**src/rtl/hazard_stall_unit_pkg.sv**
```systemverilog
// Shared types and constants for the hazard/stall interlock.
// The mem_op encoding matches the rest of the core: 3'b000 means no access,
// a set MSB marks a load, and stores use 3'b0xx with a non-zero low field.
package hazard_stall_unit_pkg;

  localparam int REG_W       = 5;
  localparam int MEM_OP_BITS = 3;
  localparam int CNT_W       = 2;

  localparam logic                   LOAD_PRFX = 1'b1;
  localparam logic [MEM_OP_BITS-1:0] MEM_NONE  = 3'b000;
  localparam logic [MEM_OP_BITS-1:0] MEM_SB    = 3'b001;
  localparam logic [MEM_OP_BITS-1:0] MEM_SH    = 3'b010;
  localparam logic [MEM_OP_BITS-1:0] MEM_SW    = 3'b011;
  localparam logic [MEM_OP_BITS-1:0] MEM_LB    = 3'b100;
  localparam logic [MEM_OP_BITS-1:0] MEM_LH    = 3'b101;
  localparam logic [MEM_OP_BITS-1:0] MEM_LW    = 3'b110;
  localparam logic [MEM_OP_BITS-1:0] MEM_LBU   = 3'b111;

  typedef struct packed {
    logic [REG_W-1:0]       rs1;
    logic [REG_W-1:0]       rs2;
    logic [REG_W-1:0]       rd;
    logic [MEM_OP_BITS-1:0] mem_op;
  } pipeline_bus_t;

  typedef enum logic [1:0] {
    HZ_IDLE     = 2'd0,
    HZ_LU_STALL = 2'd1,
    HZ_MEM_WAIT = 2'd2
  } hz_state_t;

  typedef struct packed {
    logic stall_if;
    logic stall_id;
    logic bubble_ex;
    logic stall_mem;
    logic bubble_wb;
  } hz_cntrl_bus_t;

  // A load producing a non-x0 register that either ID source reads.
  function automatic logic is_load_use(input logic             op_msb,
                                       input logic [REG_W-1:0] rd,
                                       input logic [REG_W-1:0] rs1,
                                       input logic [REG_W-1:0] rs2);
    return (op_msb == LOAD_PRFX) && (rd != '0) && ((rs1 == rd) || (rs2 == rd));
  endfunction

endpackage

```
**src/rtl/hazard_stall_unit_sat_counter.sv**
```systemverilog
// Saturating up-counter with enable and synchronous clear.
// Used for the optional stall performance counters (STALL_PERF_EN).
module sat_counter #(
  parameter int W = 32
) (
  input  logic         clk,
  input  logic         clr_i,
  input  logic         en_i,
  output logic [W-1:0] cnt_o
);

  logic [W-1:0] cnt_q, cnt_d;

  // Count up when enabled, sticking at all-ones.
  always_comb begin
    cnt_d = cnt_q;
    if (en_i && (cnt_q != '1)) cnt_d = cnt_q + W'(1);
  end

  // Counter register with synchronous clear.
  always_ff @(posedge clk) begin
    if (clr_i) cnt_q <= '0;
    else       cnt_q <= cnt_d;
  end

  assign cnt_o = cnt_q;

endmodule

```
**src/rtl/hazard_stall_unit.sv**
```systemverilog
// Load-use and data-memory-wait interlock beside the forwarding controller.
// Outputs are Mealy so a hazard stalls the pipe in the cycle it is seen.
// cnt_q holds the load-use hold cycles still owed; it survives a memory wait.
// Optional feature macro: STALL_PERF_EN (adds saturating stall-cycle counters).
module hazard_stall_unit
  import hazard_stall_unit_pkg::*;
#(
  parameter int LU_STALL_CYCLES = 2,
  parameter int PERF_W          = 32
) (
  input  logic              clk,
  input  logic              rst,
  input  pipeline_bus_t     id_bus_i,
  input  pipeline_bus_t     ex_bus_i,
  input  pipeline_bus_t     mem_bus_i,
  input  logic              dmem_ready_i,
  input  logic              flush_i,
  output logic              stall_if_o,
  output logic              stall_id_o,
  output logic              bubble_ex_o,
  output logic              stall_mem_o,
  output logic              bubble_wb_o,
  output hz_state_t         hz_state_o,
  output logic [PERF_W-1:0] perf_lu_cnt_o,
  output logic [PERF_W-1:0] perf_mem_cnt_o
);

  localparam logic [CNT_W-1:0] LU_RELOAD = CNT_W'(LU_STALL_CYCLES - 1);

  hz_state_t        state_q, state_d;
  logic [CNT_W-1:0] cnt_q, cnt_d, cnt_dec;
  logic             lu_hit, mem_busy, lu_pending, lu_stall;
  hz_cntrl_bus_t    ctrl;

  // Bus fields this unit does not look at.
  logic unused_bus_bits;
  assign unused_bus_bits = ^{id_bus_i.rd, id_bus_i.mem_op, ex_bus_i.rs1, ex_bus_i.rs2,
                             ex_bus_i.mem_op[MEM_OP_BITS-2:0], mem_bus_i.rs1, mem_bus_i.rs2};

  assign lu_hit = is_load_use(ex_bus_i.mem_op[MEM_OP_BITS-1], ex_bus_i.rd,
                              id_bus_i.rs1, id_bus_i.rs2)
               || is_load_use(mem_bus_i.mem_op[MEM_OP_BITS-1], mem_bus_i.rd,
                              id_bus_i.rs1, id_bus_i.rs2);
  assign mem_busy   = (mem_bus_i.mem_op != MEM_NONE) && !dmem_ready_i;
  // cnt_q is always zero in HZ_IDLE, so this is just lu_hit on a detect cycle.
  assign lu_pending = lu_hit || (cnt_q != '0);
  // A redirect kills the ID instruction, so its hold is dropped, except while
  // memory is frozen (EX re-presents the flush once the wait ends).
  assign lu_stall   = lu_pending && !mem_busy && !(flush_i && (state_q != HZ_MEM_WAIT));
  assign cnt_dec    = (cnt_q != '0) ? cnt_q - CNT_W'(1) : '0;

  // State and owed-cycle counter registers.
  always_ff @(posedge clk) begin
    if (rst) begin
      state_q <= HZ_IDLE;
      cnt_q   <= '0;
    end else begin
      state_q <= state_d;
      cnt_q   <= cnt_d;
    end
  end

  // Next-state logic; a memory wait pre-empts and freezes the load-use count.
  always_comb begin
    state_d = state_q;
    cnt_d   = cnt_q;
    unique case (state_q)
      HZ_IDLE: begin
        if (mem_busy) begin
          state_d = HZ_MEM_WAIT;
        end else if (lu_hit && !flush_i) begin
          state_d = HZ_LU_STALL;
          cnt_d   = LU_RELOAD;
        end
      end
      HZ_LU_STALL: begin
        if (mem_busy) begin
          state_d = HZ_MEM_WAIT;
        end else if (flush_i) begin
          state_d = HZ_IDLE;
          cnt_d   = '0;
        end else begin
          cnt_d = cnt_dec;
          if ((cnt_q == '0) && !lu_hit) state_d = HZ_IDLE;
        end
      end
      HZ_MEM_WAIT: begin
        // The release cycle already applies one owed load-use hold.
        if (!mem_busy) begin
          cnt_d   = cnt_dec;
          state_d = lu_pending ? HZ_LU_STALL : HZ_IDLE;
        end
      end
      default: begin
        state_d = HZ_IDLE;
        cnt_d   = '0;
      end
    endcase
  end

  // Stall/bubble outputs; memory wait wins, and reset forces everything off.
  always_comb begin
    ctrl = '0;
    if (!rst) begin
      if (mem_busy) begin
        ctrl.stall_if  = 1'b1;
        ctrl.stall_id  = 1'b1;
        ctrl.stall_mem = 1'b1;
        ctrl.bubble_wb = 1'b1;
      end else if (lu_stall) begin
        ctrl.stall_if  = 1'b1;
        ctrl.stall_id  = 1'b1;
        ctrl.bubble_ex = 1'b1;
      end
    end
  end

  assign stall_if_o  = ctrl.stall_if;
  assign stall_id_o  = ctrl.stall_id;
  assign bubble_ex_o = ctrl.bubble_ex;
  assign stall_mem_o = ctrl.stall_mem;
  assign bubble_wb_o = ctrl.bubble_wb;
  assign hz_state_o  = state_q;

`ifdef STALL_PERF_EN
  // Index 0 counts load-use stall cycles, index 1 counts memory-wait cycles.
  logic [1:0]        perf_en;
  logic [PERF_W-1:0] perf_cnt [2];

  assign perf_en = {ctrl.bubble_wb, ctrl.bubble_ex};

  for (genvar gi = 0; gi < 2; gi++) begin : g_perf
    sat_counter #(.W(PERF_W)) u_cnt (
      .clk   (clk),
      .clr_i (rst),
      .en_i  (perf_en[gi]),
      .cnt_o (perf_cnt[gi])
    );
  end

  assign perf_lu_cnt_o  = perf_cnt[0];
  assign perf_mem_cnt_o = perf_cnt[1];
`else
  assign perf_lu_cnt_o  = '0;
  assign perf_mem_cnt_o = '0;
`endif

endmodule

```
**config.mk**
```make
export PLATFORM = sky130hd
export DESIGN_NAME = hazard_stall_unit
export DESIGN_NICKNAME = d
export VERILOG_FILES = /design/src/rtl/hazard_stall_unit_pkg.sv /design/src/rtl/hazard_stall_unit_sat_counter.sv /design/src/rtl/hazard_stall_unit.sv
export SDC_FILE = /design/constraint.sdc
export NUM_CORES = 1
export LEC_CHECK = 0
export BUFFER_PORTS_ARGS = -buffer_cell sky130_fd_sc_hd__buf_2
export CAP_MARGIN = 20
export CELL_PAD_IN_SITES_DETAIL_PLACEMENT = 0
export CELL_PAD_IN_SITES_GLOBAL_PLACEMENT = 2
export CORE_MARGIN = 4
export CORE_UTILIZATION = 15
export CTS_CLUSTER_SIZE = 10
export DETAILED_ROUTE_END_ITERATION = 6
export PLACE_DENSITY = 0.84
export SKIP_LAST_GASP = 1
export SYNTH_ARGS = -nofsm -noshare
export SYNTH_HDL_FRONTEND = slang
export SYNTH_SLANG_ARGS = --single-unit
```
**constraint.sdc**
```tcl
create_clock -name clk -period 5.4 [get_ports clk]
set_input_delay 1.08 -clock clk [delete_from_list [all_inputs] [get_ports clk]]
set_output_delay 1.08 -clock clk [all_outputs]
set_load 0.01 [all_outputs]
```
==> results.cfg, run 1 <==
[placement]
portBuffers = 34
hpwl_mm = 2.10
gp_congestion = 0.704
place_area_mm2 = 0.00109

[worst_hold_path]
hold_path_class = reg2reg
holdPathStages = 2

[timing]
finalHoldViolCount = 0
drv_slew = 0
fin_setup_tns_ns = 0
fmax_mhz = 273
clock_skew_ns = 0.00153
fin_crit_ns = 3.67
finalSetupViolCount = 0
post-route-period-util = 0.679
grt_setup_unrepaired = false

[pwr]
p_leak_nw = 0.565
ir_drop_uv = 34.3
powerDensity_mw_per_mm2 = 156

[cts]
clockBufferDepth = 2
ctsResizeCount = 0
clk_pin_slew_ns = 0.03
cts_post_setup_buffers_inserted = 0
cts_root_buffer = clkbuf_8
clock_latency_ns = 0.22
cts_tree = built
cts_sinks = 4
cts_buffers = 3
htree_levels = 1
hold_buffers = 0

[logic_synthesis]
yosysWarnings = 0
ys_types = 27
synth_area_leaders = buf_4 (47%), xor2_1 (17%), dfxtp_1 (7.6%)
syn_inst = 141
synth_seq_cells = 4
netlist_area_mm2 = 0.00106
avgSynthCellArea_um2 = 7.50
yosysTopAreaCell = buf_4
seq_area_frac_synth = 0.0757
synth_top_area_frac = 0.469

[die]
die_y_um = 92.0
ios = 129
die_x_um = 92.0
initial_core_util = 0.155
rows = 30
coreArea_mm2 = 0.00683
die_area_mm2 = 0.00846

[layout]
regArea_um2 = 80.1
multiInputGateArea_um2 = 707
final_core_utilization = 0.165
area_growth_pct = 6.86
stdcell_area_mm2 = 0.00113
fill_cells = 814
layout-drive-gt1-share = 0.246
fin_nets = 235
antenna_cells = 0

[worst_setup_path]
required_ns = 4.32
criticalPathCategory = in2out
arrival_ns = 2.59
r2r_cells = 3
critPathCaptureType = output port
startpoint_type = input port
crit_fanout = 3

[global_route]
grt_pass1_vias = 676
grt_pass1_wl_mm = 3.07
grt_max_degree = 9
gr-total-overflow = 0
grt_usage = 0.0449
antenna_found_initial = 0

[routing]
drt.antenna.violating_nets = 0
drc = 0
drt_pass1_iterations = 2
routedWlPerCell_um = 8.42
via_count = 818
routed_wirelength_mm = 2.28
drt-initial-drc-count = 10
vias_per_cell = 3.02

[status]
run_status = completed

[run]
max_cap_violations = 0
## final cells by class
cell class,count,share of cell area
Timing Repair Buffer,34,0.151
Multi-Input combinational cell,131,0.626
Sequential cell,4,0.0709
Tap cell,96,0.106
Clock buffer,3,0.0365
Inverter,3,0.00997
## power by group
part	internal (mW)	leakage, nW	switching, mW
clock	0.0476	0.0216	0.0161
combinational	0.0263	0.511	0.0520
sequential	0.0317	0.0328	0.00274
## cells in the final DEF (no fill, tap or decap), types with 2 or more instances in the layout
| cell | netlist | layout |
|---|---|---|
| a22oi_1 | 2 | 2 |
| o21ai_0 | 6 | 6 |
| conb_1 | 1 | 64 |
| nor3_2 | 2 | 2 |
| or4_1 | 2 | 2 |
| buf_2 | 0 | 34 |
| dfxtp_1 | 4 | 4 |
| nor2_1 | 10 | 10 |
| nand2_1 | 2 | 2 |
| nor3_1 | 4 | 4 |
| a21oi_1 | 5 | 5 |
| clkbuf_8 | 0 | 3 |
| inv_1 | 3 | 3 |
| xor2_1 | 20 | 20 |
## cells by family (layout without fill, tap and decap cells)
family | Yosys count | count (layout) | share of synthesized area
compound gates | 21 | 21 | 0.143
xor+xnor | 21 | 21 | 0.174
buf+inv | 69 | 40 | 0.479
flops | 4 | 4 | 0.0757
other cells | 1 | 64 | 0.00355
simple gates | 25 | 25 | 0.124
## critical path, cell delays in order
cell,delay (ns)
buf_2,0.12
or4_1,0.55
o21ai_0,0.23
o221ai_1,0.23
nand2_1,0.15
a21oi_1,0.08
buf_2,0.14
## flip-flops by register name, summed over array words and instances, names as in the netlist
signal / count
cnt_q: 2
hz_state_o: 2
## layer usage
metal,vias to the layer above,routed length [µm],GRT usage
li1,404,-,-
met1,360,864,0.0517
met2,50,1200,0.0827
met3,4,198,0.00820
met4,0,24,0.0149
met5,-,0,0
## cells in the mapped netlist
cell type	count
o31ai_2	1
dfxtp_1	4
nor3_2	2
a22oi_1	2
buf_4	66
conb_1	1
o221ai_1	1
xor2_1	20
nor2_1	10
a21oi_1	5
nand2_1	2
or2_2	1
o21ai_1	1
inv_1	3
o21a_1	1
a2111oi_2	1
xnor2_1	1
or4_1	2
and2_1	1
nand4_1	1
o21ai_0	6
o22a_1	1
a221oi_2	1
or3_1	1
nor3_1	4
nand2b_1	1
a311oi_1	1
## stage by stage
| step | total power [mW] | hold slack [ns] | worst slack [ns] | cells |
|---|---|---|---|---|
| 6_report | 0.176 | 0.481 | 1.73 | 271 |
| 3_3_place_gp | 0.113 | 0.459 | 1.69 | 268 |
| 3_5_place_dp | 0.113 | 0.465 | 1.69 | 268 |
| 4_1_cts | 0.178 | 0.473 | 1.69 | 271 |
| 2_1_floorplan | 0.123 | 0.440 | 1.98 | 204 |
| 5_1_grt | 0.189 | 0.496 | 1.59 | 271 |
## worst paths after layout
check	from	slack (ns)	endpoint
setup / recovery	mem_bus_i[4]	1.73	stall_id_o
hold / removal	cnt_q[1]	0.48	cnt_q[1]
setup reg to reg	hz_state_o[0]	4.27	cnt_q[0]
hold reg to reg	cnt_q[1]	0.48	cnt_q[1]
Note: power is estimated with default switching activity, not from simulation.
==> run 2, diff against run 1 <==
ABC_AREA = 1   (was unset)
CORE_UTILIZATION = 13   (was 15)
PLACE_DENSITY = 0.78   (was 0.84)
clock period = 3.15 ns   (was 5.4 ns; I/O delays follow)
==> run 2 against run 1 <==
Synthesized area grew 9.9%. Die area rose by 24%. Count of clock-buffer cells in the layout unchanged. Cell count rose by 28%. Critical path depth rose by 5. Critical endpoint unchanged. Largest cell class unchanged. Highest routed layer is now met5.
==> results.cfg, run 2 <==
[status]
run_status = completed

[worst_setup_path]
required_ns = 2.52
critPathSlowestCell = buf_2
regToRegStartpoint = hz_state_o[1]
arrival_ns = 1.76
r2r_cells = 5
r2r_end = cnt_q[1]
critPathCaptureType = output port
criticalPathCategory = in2out
r2r_slack_ns = 1.99
critPathMaxStageDelay_ns = 0.16
startpoint_type = input port
cp_cell_sequence = buf_2, inv_2, nand2_1, nand2_1, nor2_1, nand3_1, nand2_1, nand2_2, nand3_1, nand2_1, o22ai_1, buf_2
crit_fanout = 4
crit_top_cell = nand2_1

[logic_synthesis]
synth_area_leaders = buf_4 (43%), nand2_1 (16%), inv_1 (7.8%)
synth_most_common_cell = buf_4
synth-edff-count = 0
netlist_area_mm2 = 0.00116
synthArstFlopShare = 0
synth_common_cells = buf_4 (66), nand2_1 (49), inv_1 (24)
synthFlopType = dfxtp_1
yosysTopAreaCell = buf_4
seq_area_frac_synth = 0.0689
avgSynthCellArea_um2 = 5.67
syn_inst = 205
synth_seq_cells = 4
ys_types = 19
synth_top_area_frac = 0.426
yosysWarnings = 0

[timing]
finalSetupViolCount = 0
drv_slew = 0
post-route-period-util = 0.759
finalHoldViolCount = 0
fmax_mhz = 418
clock_skew_ns = 0.000910
fin_setup_tns_ns = 0
fin_crit_ns = 2.39
holdWs_ns = 0.510
grt_setup_unrepaired = false

[cts]
cts_buffers = 3
ctsResizeCount = 0
cts_post_setup_buffers_inserted = 0
clk_pin_slew_ns = 0.03
clockBufferDepth = 2
hold_buffers = 0
htree_levels = 1
cts_sinks = 4
cts_root_buffer = clkbuf_8
clock_latency_ns = 0.21
cts_tree = built

[worst_hold_path]
holdPathStages = 2
hold_end = cnt_q[0]
hold_path_class = reg2reg
hold_start = cnt_q[0]

[routing]
drc = 0
drt-initial-drc-count = 14
drt_pass1_iterations = 4
routed_wirelength_mm = 2.76
drt.antenna.violating_nets = 0
vias_per_cell = 2.92
via_count = 1013
routedWlPerCell_um = 7.97

[die]
rows = 34
die_area_mm2 = 0.0105
initial_core_util = 0.133
die_x_um = 103
coreArea_mm2 = 0.00872
ios = 129
die_y_um = 103

[layout]
fill_cells = 1022
layout_common_cells = conb_1 (64), nand2_1 (49), buf_2 (34)
final_common_cell = conb_1
stdcell_area_mm2 = 0.00125
regArea_um2 = 80.1
layout-drive-gt1-share = 0.197
antenna_cells = 0
fin_nets = 299
area_growth_pct = 7.54
multiInputGateArea_um2 = 718

[global_route]
grt_max_degree = 7
antenna_found_initial = 1
grt_usage = 0.0486
grt_pass1_wl_mm = 4.02
grt_pass1_vias = 925
gr-total-overflow = 0

[pwr]
power_mw = 0.309
ir_drop_uv = 66.5
powerDensity_mw_per_mm2 = 247
p_leak_nw = 0.792

[placement]
place_area_mm2 = 0.00121
hpwl_mm = 2.57
gp_congestion = 0.756
portBuffers = 34

[run]
max_cap_violations = 0
-- run 2: routing by layer --
layer | up-vias | global-route usage | wire length, µm
met5 | - | 0 | 7
met4 | 2 | 0.0151 | 0
met3 | 2 | 0.0135 | 397
met2 | 57 | 0.0854 | 1280
met1 | 400 | 0.0572 | 1080
li1 | 552 | - | -
-- run 2: layout make-up --
type	instances	share of cell area
Sequential cell	4	0.0641
Multi-Input combinational cell	170	0.575
Tap cell	108	0.108
Clock buffer	3	0.0330
Timing Repair Buffer	34	0.136
Inverter	28	0.0841
-- run 2: logic make-up after synthesis --
group                     share of synthesized area
AOI/OAI and AO/OA                            0.0495
xor gates and xnor gates                     0.0452
buffers and inverters                         0.517
DFF                                          0.0689
other                                       0.00323
and+or+nand+nor                               0.316
-- run 2: worst max path at each step --
stage                             from          to  slack, ns  depth (start not counted)
after global placement    mem_bus_i[4]  stall_if_o       0.72                         12
after floorplan           id_bus_i[17]  stall_if_o       0.89                         11
after detailed placement  mem_bus_i[4]  stall_id_o       0.72                         12
after CTS                 mem_bus_i[4]  stall_id_o       0.72                         12
final                     mem_bus_i[7]  stall_id_o       0.76                         12
after global routing      mem_bus_i[4]  stall_if_o       0.50                         12
-- run 2: worst max-delay path: cells and delay by family --
family | cells | cell delay (ns)
simple gates | 8 | 0.67
compound gates | 1 | 0.14
buf+inv | 3 | 0.33
-- run 2: power by group --
| part | leakage (nW) | total (mW) | switching [mW] | internal, mW |
|---|---|---|---|---|
| clock | 0.0216 | 0.104 | 0.0231 | 0.0811 |
| sequential | 0.0328 | 0.0585 | 0.00354 | 0.0549 |
| combinational | 0.738 | 0.146 | 0.101 | 0.0451 |
| total | 0.792 | 0.309 | 0.128 | 0.181 |
-- run 2: stage by stage --
| stage | setup slack (ns) | utilization | instances |
|---|---|---|---|
| floorplan | 0.894 | - | 268 |
| global placement | 0.716 | 0.139 | 344 |
| detailed placement | 0.720 | 0.139 | 344 |
| CTS | 0.718 | 0.143 | 347 |
| global route | 0.504 | 0.143 | 347 |
| finish | 0.759 | 0.143 | 347 |
